==> config.mk <==
export PLATFORM = sky130hd
export DESIGN_NAME = fifo_access_ctrl
export DESIGN_NICKNAME = d
export VERILOG_FILES = /design/src/rtl/fifo_access_ctrl_pkg.sv /design/src/rtl/fifo_wrap_ptr.sv /design/src/rtl/fifo_access_ctrl.sv
export SDC_FILE = /design/constraint.sdc
export NUM_CORES = 1
export LEC_CHECK = 0
export BUFFER_PORTS_ARGS = -buffer_cell sky130_fd_sc_hd__buf_2
export CAP_MARGIN = 40
export CORE_AREA = 2 2 39 41
export DETAILED_ROUTE_END_ITERATION = 10
export DIE_AREA = 0 0 41 43
export PLACE_DENSITY = 0.66
export SLEW_MARGIN = 0
export SYNTH_ARGS = -nofsm -noshare
export SYNTH_HDL_FRONTEND = slang
export SYNTH_SLANG_ARGS = --single-unit
==> constraint.sdc <==
create_clock -name clk -period 2.4 [get_ports clk]
set_input_delay 0.36 -clock clk [delete_from_list [all_inputs] [get_ports clk]]
set_output_delay 0.36 -clock clk [all_outputs]
set_load 0.1 [all_outputs]
==> src/rtl/fifo_access_ctrl_pkg.sv <==
// Shared FIFO definitions: depth default, address/count widths and the
// width-derivation helper, so storage and access control agree on sizes.
package fifo_access_ctrl_pkg;

    localparam int unsigned DEFAULT_MEM_DEPTH = 4;

    // Smallest n such that 2**n >= value (value >= 2 in practice).
    function automatic int unsigned CeilLog2(input int unsigned value);
        int unsigned result;
        result = 0;
        for (int unsigned i = 0; i < 32; i++) begin
            if ((64'd1 << i) < 64'(value)) begin
                result = i + 1;
            end
        end
        return result;
    endfunction

    localparam int unsigned PTR_W = CeilLog2(DEFAULT_MEM_DEPTH);
    localparam int unsigned CNT_W = PTR_W + 1;

    // Accepted-operation classes seen by the occupancy counter.
    typedef enum logic [1:0] {
        OP_IDLE = 2'b00,
        OP_POP  = 2'b01,
        OP_PUSH = 2'b10,
        OP_BOTH = 2'b11
    } fifo_op_e;

endpackage

==> src/rtl/fifo_wrap_ptr.sv <==
// fifo_wrap_ptr: memory pointer that advances on inc and wraps from
// MEM_DEPTH-1 back to 0 by explicit compare (works for any depth).
module fifo_wrap_ptr
    import fifo_access_ctrl_pkg::*;
#(
    parameter int unsigned MEM_DEPTH = DEFAULT_MEM_DEPTH,
    parameter int unsigned ADDR_W    = CeilLog2(MEM_DEPTH)
) (
    input  logic              clk,
    input  logic              reset,
    input  logic              inc,
    output logic [ADDR_W-1:0] ptr
);

    localparam logic [ADDR_W-1:0] LAST = ADDR_W'(MEM_DEPTH - 1);

    logic [ADDR_W-1:0] ptr_q, ptr_d;

    // Next pointer: hold, increment, or wrap at the last entry.
    always_comb begin
        ptr_d = ptr_q;
        if (inc) begin
            if (ptr_q == LAST) begin
                ptr_d = '0;
            end else begin
                ptr_d = ptr_q + ADDR_W'(1);
            end
        end
    end

    // Pointer register with asynchronous active-low reset.
    always_ff @(posedge clk or negedge reset) begin
        if (!reset) begin
            ptr_q <= '0;
        end else begin
            ptr_q <= ptr_d;
        end
    end

    assign ptr = ptr_q;

endmodule

==> src/rtl/fifo_access_ctrl.sv <==
// fifo_access_ctrl: gates raw push/pop requests against the registered
// occupancy, drives memory strobes/addresses and keeps sticky error flags.
module fifo_access_ctrl
    import fifo_access_ctrl_pkg::*;
#(
    parameter int unsigned MEM_DEPTH = DEFAULT_MEM_DEPTH,
    parameter int unsigned ADDR_W    = CeilLog2(MEM_DEPTH)
) (
    input  logic              clk,
    input  logic              reset,
    input  logic              push_req,
    input  logic              pop_req,
    input  logic              clear_err,
    output logic              wr_en,
    output logic [ADDR_W-1:0] wr_addr,
    output logic              rd_en,
    output logic [ADDR_W-1:0] rd_addr,
    output logic              rd_valid,
    output logic              full,
    output logic              empty,
    output logic [ADDR_W:0]   count,
    output logic              overflow,
    output logic              underflow
);

    localparam int unsigned   CW        = ADDR_W + 1;
    localparam logic [CW-1:0] DEPTH_CNT = CW'(MEM_DEPTH);

    logic [CW-1:0] count_q, count_d;
    logic          overflow_q, overflow_d;
    logic          underflow_q, underflow_d;
    logic          rd_valid_q;
    logic          full_w, empty_w;
    logic          push_ok, pop_ok;
    fifo_op_e      op;

    // Occupancy flags come from the registered count only.
    assign full_w  = (count_q == DEPTH_CNT);
    assign empty_w = (count_q == '0);

    // Acceptance: strobes are suppressed while reset is held low.
    always_comb begin
        push_ok = reset & push_req & ~full_w;
        pop_ok  = reset & pop_req  & ~empty_w;
        op      = fifo_op_e'({push_ok, pop_ok});
    end

    // Next occupancy and sticky error flags (a new error beats clear_err).
    always_comb begin
        count_d = count_q;
        unique case (op)
            OP_PUSH: count_d = count_q + CW'(1);
            OP_POP:  count_d = count_q - CW'(1);
            default: count_d = count_q;
        endcase
        overflow_d  = (push_req & full_w)  | (overflow_q  & ~clear_err);
        underflow_d = (pop_req  & empty_w) | (underflow_q & ~clear_err);
    end

    // Count, error flags and read-valid registers.
    always_ff @(posedge clk or negedge reset) begin
        if (!reset) begin
            count_q     <= '0;
            overflow_q  <= 1'b0;
            underflow_q <= 1'b0;
            rd_valid_q  <= 1'b0;
        end else begin
            count_q     <= count_d;
            overflow_q  <= overflow_d;
            underflow_q <= underflow_d;
            rd_valid_q  <= pop_ok;
        end
    end

    fifo_wrap_ptr #(.MEM_DEPTH(MEM_DEPTH)) u_wr_ptr (
        .clk   (clk),
        .reset (reset),
        .inc   (push_ok),
        .ptr   (wr_addr)
    );

    fifo_wrap_ptr #(.MEM_DEPTH(MEM_DEPTH)) u_rd_ptr (
        .clk   (clk),
        .reset (reset),
        .inc   (pop_ok),
        .ptr   (rd_addr)
    );

    assign wr_en     = push_ok;
    assign rd_en     = pop_ok;
    assign rd_valid  = rd_valid_q;
    assign full      = full_w;
    assign empty     = empty_w;
    assign count     = count_q;
    assign overflow  = overflow_q;
    assign underflow = underflow_q;

endmodule

==> results.json, run 1 <==
{
  "grt_antenna_before_repair": 0,
  "final_cell_area_um2": 704,
  "final_nets": 75,
  "r2r_start": "count[0]",
  "syn-instance-count": 42,
  "fin_skew_ns": 0.00702,
  "maxSlewViolCount": 0,
  "avgRoutedWirePerCell_um": 10.7,
  "synth_fp_nets": 51,
  "r2r_cells": 9,
  "utilization": 0.509,
  "rsz0062_at_grt": "no",
  "fin_crit_ns": 2.20,
  "clk_latency_ns": 0.26,
  "startpoint_type": "input port",
  "grt_pass1_wl_um": 1450,
  "cts-root-buf": "clkbuf_4",
  "cts_setup_buffers": 0,
  "hold_path.class": "input port to flop",
  "num_antenna_cells": 0,
  "hold_start": "clear_err",
  "drcViolationCount": 0,
  "synth_cell_types": 15,
  "place_area_um2": 656,
  "vias": 358,
  "firstDrtPassIters": 2,
  "rows": 14,
  "holdPathStages": 2,
  "regToRegEndpoint": "count[2]",
  "dieArea_um2": 1760,
  "die_x_um": 41,
  "areaGrowthSynthToFinish_pct": 37.0,
  "core_um2": 1380,
  "period_share": 0.918,
  "grt_usage": 0.125,
  "fin_setup_tns_ns": 0,
  "netlist_area_um2": 514,
  "wirelength_um": 866,
  "ys.warnings.count": 0,
  "outcome": "finished, final reports clean",
  "clk_transition_reported_paths_ns": 0.07,
  "hold_viol": 0,
  "yosysTopAreaCell": "dfrtp_1",
  "synth_top_area_frac": 0.487,
  "worstSetupPathType": "input port to output pin",
  "reg2reg_slack_ns": 0.38,
  "drtAntennaViolNets": 0,
  "grt_overflow": 0,
  "first_global_vias": 336,
  "cp.required_ns": 2.04,
  "maxCapViolCount": 0,
  "start_util": 0.372,
  "grt_max_degree": 13,
  "cts_buffer_depth": 2,
  "whs_endpoint": "underflow",
  "critPathArrivalTime_ns": 1.84,
  "drtIter0Drc": 1,
  "finalSetupViolCount": 0,
  "ys_seq_elements": 10,
  "seq_area_frac_synth": 0.487,
  "clock-sinks": 10,
  "portBuffers": 18,
  "numCtsBuffers": 3,
  "critPathMaxFanout": 12,
  "routed_via_density": 4.42,
  "cts_max_level": 1,
  "synth_area_leaders": "dfrtp_1 (49%), ha_1 (7.3%), mux2_4 (5.8%)",
  "max_freq_ghz": 0.454,
  "place_congestion": 0.641,
  "relSlewSlack": 0.675,
  "layout-drive-gt1-share": 0.554,
  "io_pins": 19,
  "dieHeight_um": 43,
  "worstMarginPinSlew_ns": 0.490,
  "endpoint_kind": "output pin",
  "cts_tree": "built",
  "synth.avg_cell_area_um2": 12.2
}
## cell usage after synthesis
| library cell | number |
|---|---|
| nand2_1 | 4 |
| nor2_4 | 1 |
| nor3_2 | 1 |
| xnor2_1 | 1 |
| fa_1 | 1 |
| o21ai_0 | 3 |
| dfrtp_1 | 10 |
| nor3b_4 | 1 |
| ha_1 | 3 |
| xor2_1 | 2 |
| nand3b_4 | 1 |
| nor2_1 | 3 |
| mux2_4 | 2 |
| inv_1 | 7 |
| mux2_2 | 2 |
## sequential cells by signal, indices dropped and copies added (netlist names)
name,count
u_rd_ptr.ptr,2
overflow,1
count,3
rd_valid,1
underflow,1
u_wr_ptr.ptr,2
## metal layers
metal | track usage | routed length [um] | vias to the layer above | part of all wire
li1 | - | - | 180 | -
met1 | 0.172 | 387 | 162 | 0.45
met2 | 0.169 | 407 | 14 | 0.47
met3 | 0.0157 | 57 | 2 | 0.066
met4 | 0.100 | 13 | 0 | 0.015
met5 | 0 | 0 | - | 0
## layout by cell type (no fill, tap or decap), types with 2 or more instances in the layout
| cell type | count |
|---|---|
| o21ai_0 | 2 |
| nor2_1 | 3 |
| dfrtp_4 | 2 |
| nand2_1 | 4 |
| buf_2 | 17 |
| dfrtp_1 | 7 |
| clkbuf_4 | 4 |
| xor2_1 | 2 |
| mux2_2 | 2 |
| inv_1 | 5 |
| mux2_4 | 2 |
| ha_1 | 2 |
## cell families (layout without fill, tap and decap cells)
logic type | count (synthesis) | count (layout) | share of synthesized area
AO/OA/AOI/OAI | 3 | 3 | 0.0292
XOR/XNOR | 3 | 3 | 0.0511
adder cells (fa/ha/maj) | 4 | 4 | 0.112
buffers and inverters | 7 | 30 | 0.0511
flip-flops | 10 | 10 | 0.487
multiplexers | 4 | 4 | 0.102
AND/OR/NAND/NOR | 11 | 11 | 0.168
## worst max-delay path by stage
stage / start / to / slack (ns)
6_report: reset / wr_en / 0.20
5_1_grt: reset / wr_en / 0.08
4_1_cts: reset / wr_en / 0.07
3_5_place_dp: count[0] / count[2] / 0.37
3_3_place_gp: count[0] / count[2] / 0.41
2_1_floorplan: count[0] / count[2] / -0.91
## through the flow
step / hold slack [ns] / setup WS, ns / instances
after floorplan: 0.0644 / -0.911 / 42
after global placement: 0.255 / 0.411 / 76
after detailed placement: 0.261 / 0.373 / 76
after CTS: 0.288 / 0.0716 / 81
after global routing: 0.296 / 0.0806 / 81
final: 0.304 / 0.197 / 81
## what timing repair did
action,4_1_cts,5_1_grt
resized for setup,0,1
hold buffers,1,0
endpoints found under the setup margin,0,1
endpoints found under the hold margin,10,0
## worst max-delay path, stage by stage
cell and delay (ns):
dlygate4sd3_1 0.52, buf_2 0.27, nand2_1 0.15, nor2_4 0.19, clkbuf_4 0.36
## layout make-up
class                      instances  area, um2
fill                             132        679
timing repair buffer              19        103
inverter                           7       30.0
clock buffer                       4       36.3
multi-input combinational         25        256
tap                               16       20.0
sequential                        10        259
Power of run 1 is not shown: default switching activity piles up to over one toggle a cycle in this logic, so the estimate is an artifact.
==> inputs of run 2 (changes only) <==
--- a/config.mk
+++ b/config.mk
@@ -11,6 +11,7 @@
 export DETAILED_ROUTE_END_ITERATION = 10
 export DIE_AREA = 0 0 41 43
 export PLACE_DENSITY = 0.66
+export RECOVER_POWER = 100
 export SLEW_MARGIN = 0
 export SYNTH_ARGS = -nofsm -noshare
 export SYNTH_HDL_FRONTEND = slang
==> results.json, run 2 (synthesis results as in run 1) <==
{
  "start_util": 0.372,
  "final_common_cell": "clkbuf_1",
  "fin_crit_ns": 2.25,
  "avgRoutedWirePerCell_um": 10.8,
  "core_um2": 1380,
  "maxCapViolCount": 0,
  "startpoint_type": "flop",
  "num_antenna_cells": 0,
  "r2r_start": "count[0]",
  "regToRegEndpoint": "count[2]",
  "rsz0062_at_grt": "no",
  "wl_met1_um": 404,
  "period_share": 0.939,
  "routed_via_density": 4.38,
  "wl_met3_um": 56,
  "first_global_vias": 336,
  "finalSetupViolCount": 0,
  "layout-drive-gt1-share": 0.354,
  "final_nets": 75,
  "areaGrowthSynthToFinish_pct": 29.4,
  "wirelength_um": 873,
  "maxSlewViolCount": 0,
  "drtIter0Drc": 3,
  "hold_path.class": "input port to flop",
  "drtAntennaViolNets": 0,
  "grt_max_degree": 13,
  "fin_ws_ns": 0.146,
  "worstMarginPinSlew_ns": 1.18,
  "numCtsBuffers": 3,
  "vias": 355,
  "dr_wl_met2_um": 398,
  "dieArea_um2": 1760,
  "grt_overflow": 0,
  "rows": 14,
  "portBuffers": 18,
  "whs_endpoint": "overflow",
  "r2r_cells": 9,
  "cts_buffer_depth": 2,
  "grt_usage": 0.125,
  "utilization": 0.481,
  "max_freq_ghz": 0.444,
  "relSlewSlack": 0.219,
  "fin_skew_ns": 0.00562,
  "dr.max_layer_used": "met4",
  "endpoint_kind": "flop",
  "dieHeight_um": 43,
  "outcome": "finished, final reports clean",
  "holdPathStages": 2,
  "critPathMaxFanout": 5,
  "cts_max_level": 1,
  "hold_start": "clear_err",
  "die_x_um": 41,
  "critPathArrivalTime_ns": 2.44,
  "cts_tree": "built",
  "hold_viol": 0,
  "pre_cts_ws_ns": 0.373,
  "clk_transition_reported_paths_ns": 0.07,
  "clock-sinks": 10,
  "largest_reg_flops": 3,
  "drcViolationCount": 0,
  "clk_latency_ns": 0.26,
  "grt_pass1_wl_um": 1450,
  "io_pins": 19,
  "final_cell_mix": "clkbuf_1 (10), dfrtp_1 (7), inv_1 (5)",
  "cts-root-buf": "clkbuf_4",
  "firstDrtPassIters": 4,
  "cp.required_ns": 2.59,
  "grt_antenna_before_repair": 0,
  "place_congestion": 0.641,
  "worstSetupPathType": "flop to flop",
  "reg2reg_slack_ns": 0.15
}
## run 2: cell count changes in the layout (fill, tap and decap cells not counted)
cell / previous run / this run
buf_2: 17 / 4
nor3b_4: 1 / 0
clkbuf_2: 0 / 3
nor3b_1: 0 / 1
nor3_4: 1 / 0
clkbuf_1: 0 / 10
mux2_4: 2 / 1
mux2_1: 0 / 1
nor3_1: 0 / 1
## run 2: final cells by class
| cell class | instances | area (um2) |
|---|---|---|
| Timing Repair Buffer | 19 | 90.1 |
| Tap cell | 16 | 20.0 |
| Clock buffer | 4 | 36.3 |
| Multi-Input combinational cell | 25 | 230 |
| Fill cell | 142 | 718 |
| Sequential cell | 10 | 259 |
| Inverter | 7 | 30.0 |
## run 2: routing by layer
layer | global-route usage | vias to the layer above
li1 | - | 178
met2 | 0.169 | 14
met5 | 0 | -
met4 | 0.100 | 0
met1 | 0.172 | 161
met3 | 0.0157 | 2
## run 2: how the worst max path moves through the flow
stage | end | depth (start not counted) | start | slack [ns]
floorplan | count[2] | 9 | count[0] | -0.91
global placement | count[2] | 9 | count[0] | 0.41
detailed placement | count[2] | 9 | count[0] | 0.37
CTS | wr_en | 5 | reset | 0.07
global route | count[2] | 9 | count[0] | 0.05
finish | count[2] | 9 | count[0] | 0.15
## run 2: what timing repair did
action                     CTS  global route
hold buffers                 1             0
gates resized for setup      0             1
setup endpoints to repair    0             1
setup buffers                0             0
hold endpoints to repair    10             0
## run 2: per-stage QoR
stage | area (um2) | instances | setup TNS (ns) | hold slack [ns]
after floorplan | 546 | 42 | -2.95 | 0.0644
after global placement | 656 | 76 | 0 | 0.255
after detailed placement | 656 | 76 | 0 | 0.261
after CTS | 702 | 81 | 0 | 0.288
after global routing | 666 | 81 | 0 | 0.296
final | 666 | 81 | 0 | 0.295
## run 2: worst max-delay path: stages (launching register included)
cell	delay (ns)
dfrtp_4	0.51
nor3b_1	0.51
nor2_4	0.09
inv_1	0.13
ha_4	0.15
inv_2	0.03
fa_1	0.36
xor2_1	0.15
nor2_1	0.11
xor2_1	0.14
Power of run 2 is left out for the same reason.
==> inputs of run 3 (changes only) <==
--- a/config.mk
+++ b/config.mk
@@ -7,10 +7,12 @@
 export LEC_CHECK = 0
 export BUFFER_PORTS_ARGS = -buffer_cell sky130_fd_sc_hd__buf_2
 export CAP_MARGIN = 40
-export CORE_AREA = 2 2 39 41
+export CELL_PAD_IN_SITES_DETAIL_PLACEMENT = 1
+export CELL_PAD_IN_SITES_GLOBAL_PLACEMENT = 1
+export CORE_MARGIN = 2
+export CORE_UTILIZATION = 35
 export DETAILED_ROUTE_END_ITERATION = 10
-export DIE_AREA = 0 0 41 43
-export PLACE_DENSITY = 0.66
+export PLACE_DENSITY = 0.75
 export RECOVER_POWER = 100
 export SLEW_MARGIN = 0
 export SYNTH_ARGS = -nofsm -noshare
==> results.json, run 3 (synthesis results as in run 1) <==
{
  "maxCapViolCount": 0,
  "cts-root-buf": "clkbuf_4",
  "vias": 369,
  "fin_skew_ns": 0.00133,
  "grt-busiest-layer": "met1",
  "outcome": "finished, final reports clean",
  "finalNonFillerCells": 81,
  "crit_chain": "dlygate4sd3_1 -> buf_2 -> nand2_1 -> nor2_4 -> clkbuf_2",
  "grt_max_degree": 8,
  "clk_transition_reported_paths_ns": 0.07,
  "routed_via_density": 4.56,
  "drtIter0Drc": 0,
  "critPathMaxFanout": 7,
  "largest_reg_flops": 3,
  "critPathArrivalTime_ns": 1.85,
  "fin_crit_ns": 2.21,
  "placed_cells": 76,
  "r2r_cells": 9,
  "worstMarginPinSlew_ns": 1.16,
  "place_area_um2": 662,
  "drtAntennaViolNets": 0,
  "cts_buffer_depth": 2,
  "hold_path.class": "input port to flop",
  "numCtsBuffers": 3,
  "avgRoutedWirePerCell_um": 12.3,
  "use_met3": 0.0259,
  "grt_usage": 0.126,
  "max_freq_ghz": 0.453,
  "crit_end": "wr_en",
  "place_congestion": 0.699,
  "gr-usage-met2": 0.169,
  "cp-startpoint": "reset",
  "startpoint_type": "input port",
  "fill_cells": 151,
  "start_util": 0.386,
  "relSlewSlack": 0.228,
  "grt_pass1_wl_um": 1670,
  "regToRegEndpoint": "count[2]",
  "grt_overflow": 0,
  "clk_latency_ns": 0.26,
  "slowest_stage": "dlygate4sd3_1",
  "grt_antenna_before_repair": 0,
  "rsz0062_at_grt": "no",
  "r2r_start": "count[0]",
  "first_global_vias": 359,
  "holdWs_ns": 0.294,
  "core_um2": 1330,
  "worstSetupPathType": "input port to output pin",
  "areaGrowthSynthToFinish_pct": 29.2,
  "rows": 13,
  "die_x_um": 42.3,
  "period_share": 0.921,
  "finalSetupViolCount": 0,
  "endpoint_kind": "output pin",
  "clock-sinks": 10,
  "slowest_delay_ns": 0.51,
  "final_common_cell": "clkbuf_1",
  "firstDrtPassIters": 1,
  "maxSlewViolCount": 0,
  "final_nets": 76,
  "multi_input_comb_area_um2": 229,
  "layout-drive-gt1-share": 0.333,
  "cts_max_level": 1,
  "portBuffers": 18,
  "cp.required_ns": 2.04,
  "wirelength_um": 999,
  "dp_hpwl_um": 816,
  "reg2reg_slack_ns": 0.26,
  "final_cell_area_um2": 664,
  "hold_viol": 0,
  "io_pins": 19,
  "use_met1": 0.182,
  "num_antenna_cells": 0,
  "final_cell_mix": "clkbuf_1 (11), dfrtp_1 (7), inv_1 (5), buf_2 (5), nand2_1 (4)",
  "dieArea_um2": 1790,
  "cts_tree": "built",
  "drcViolationCount": 0,
  "regArea_um2": 259,
  "dieHeight_um": 42.3,
  "cts_setup_buffers": 0
}
## run 3: cell count changes in the layout (fill, tap and decap cells not counted), sizes merged
cell    before  now
buf          4    5
clkinv       0    1
inv          6    5
## run 3: worst max-delay path, delay by kind of cell
kind	cells	cell delay, ns
buffers and inverters	3	1.20
and+or+nand+nor	2	0.29
## run 3: final cells by class
cell class / count / share of cell area
well taps: 15 / 0.0282
multi-input cells: 25 / 0.345
clock buffers: 4 / 0.0546
inverters: 7 / 0.0452
flip-flops and latches: 10 / 0.390
repair buffers: 20 / 0.137
## run 3: metrics by stage
stage          TNS [ns]  worst slack (ns)  utilization
2_1_floorplan     -2.95            -0.911            -
3_3_place_gp          0             0.416        0.496
3_5_place_dp          0             0.381        0.496
4_1_cts               0             0.180        0.531
5_1_grt               0            0.0697        0.498
6_report              0             0.191        0.498
## run 3: routing by layer
layer / vias to the layer above / wire length (um)
met5: - / 0
met4: 0 / 0
met3: 0 / 48
met2: 10 / 492
met1: 179 / 457
li1: 180 / -
## run 3: worst min-delay path by stage
stage / start / endpoint / slack [ns] / cells after the start
6_report: clear_err / overflow / 0.29 / 2
5_1_grt: clear_err / overflow / 0.31 / 2
4_1_cts: clear_err / overflow / 0.29 / 2
3_5_place_dp: reset / count[0] / 0.21 / 1
3_3_place_gp: reset / u_rd_ptr.ptr[0] / 0.21 / 1
2_1_floorplan: reset / count[1] / 0.06 / 0
## run 3: repair_timing
action,CTS,global route
hold endpoints to repair,4,0
hold buffers,1,0
gates resized for setup,0,0
Power of run 3 is left out for the same reason.
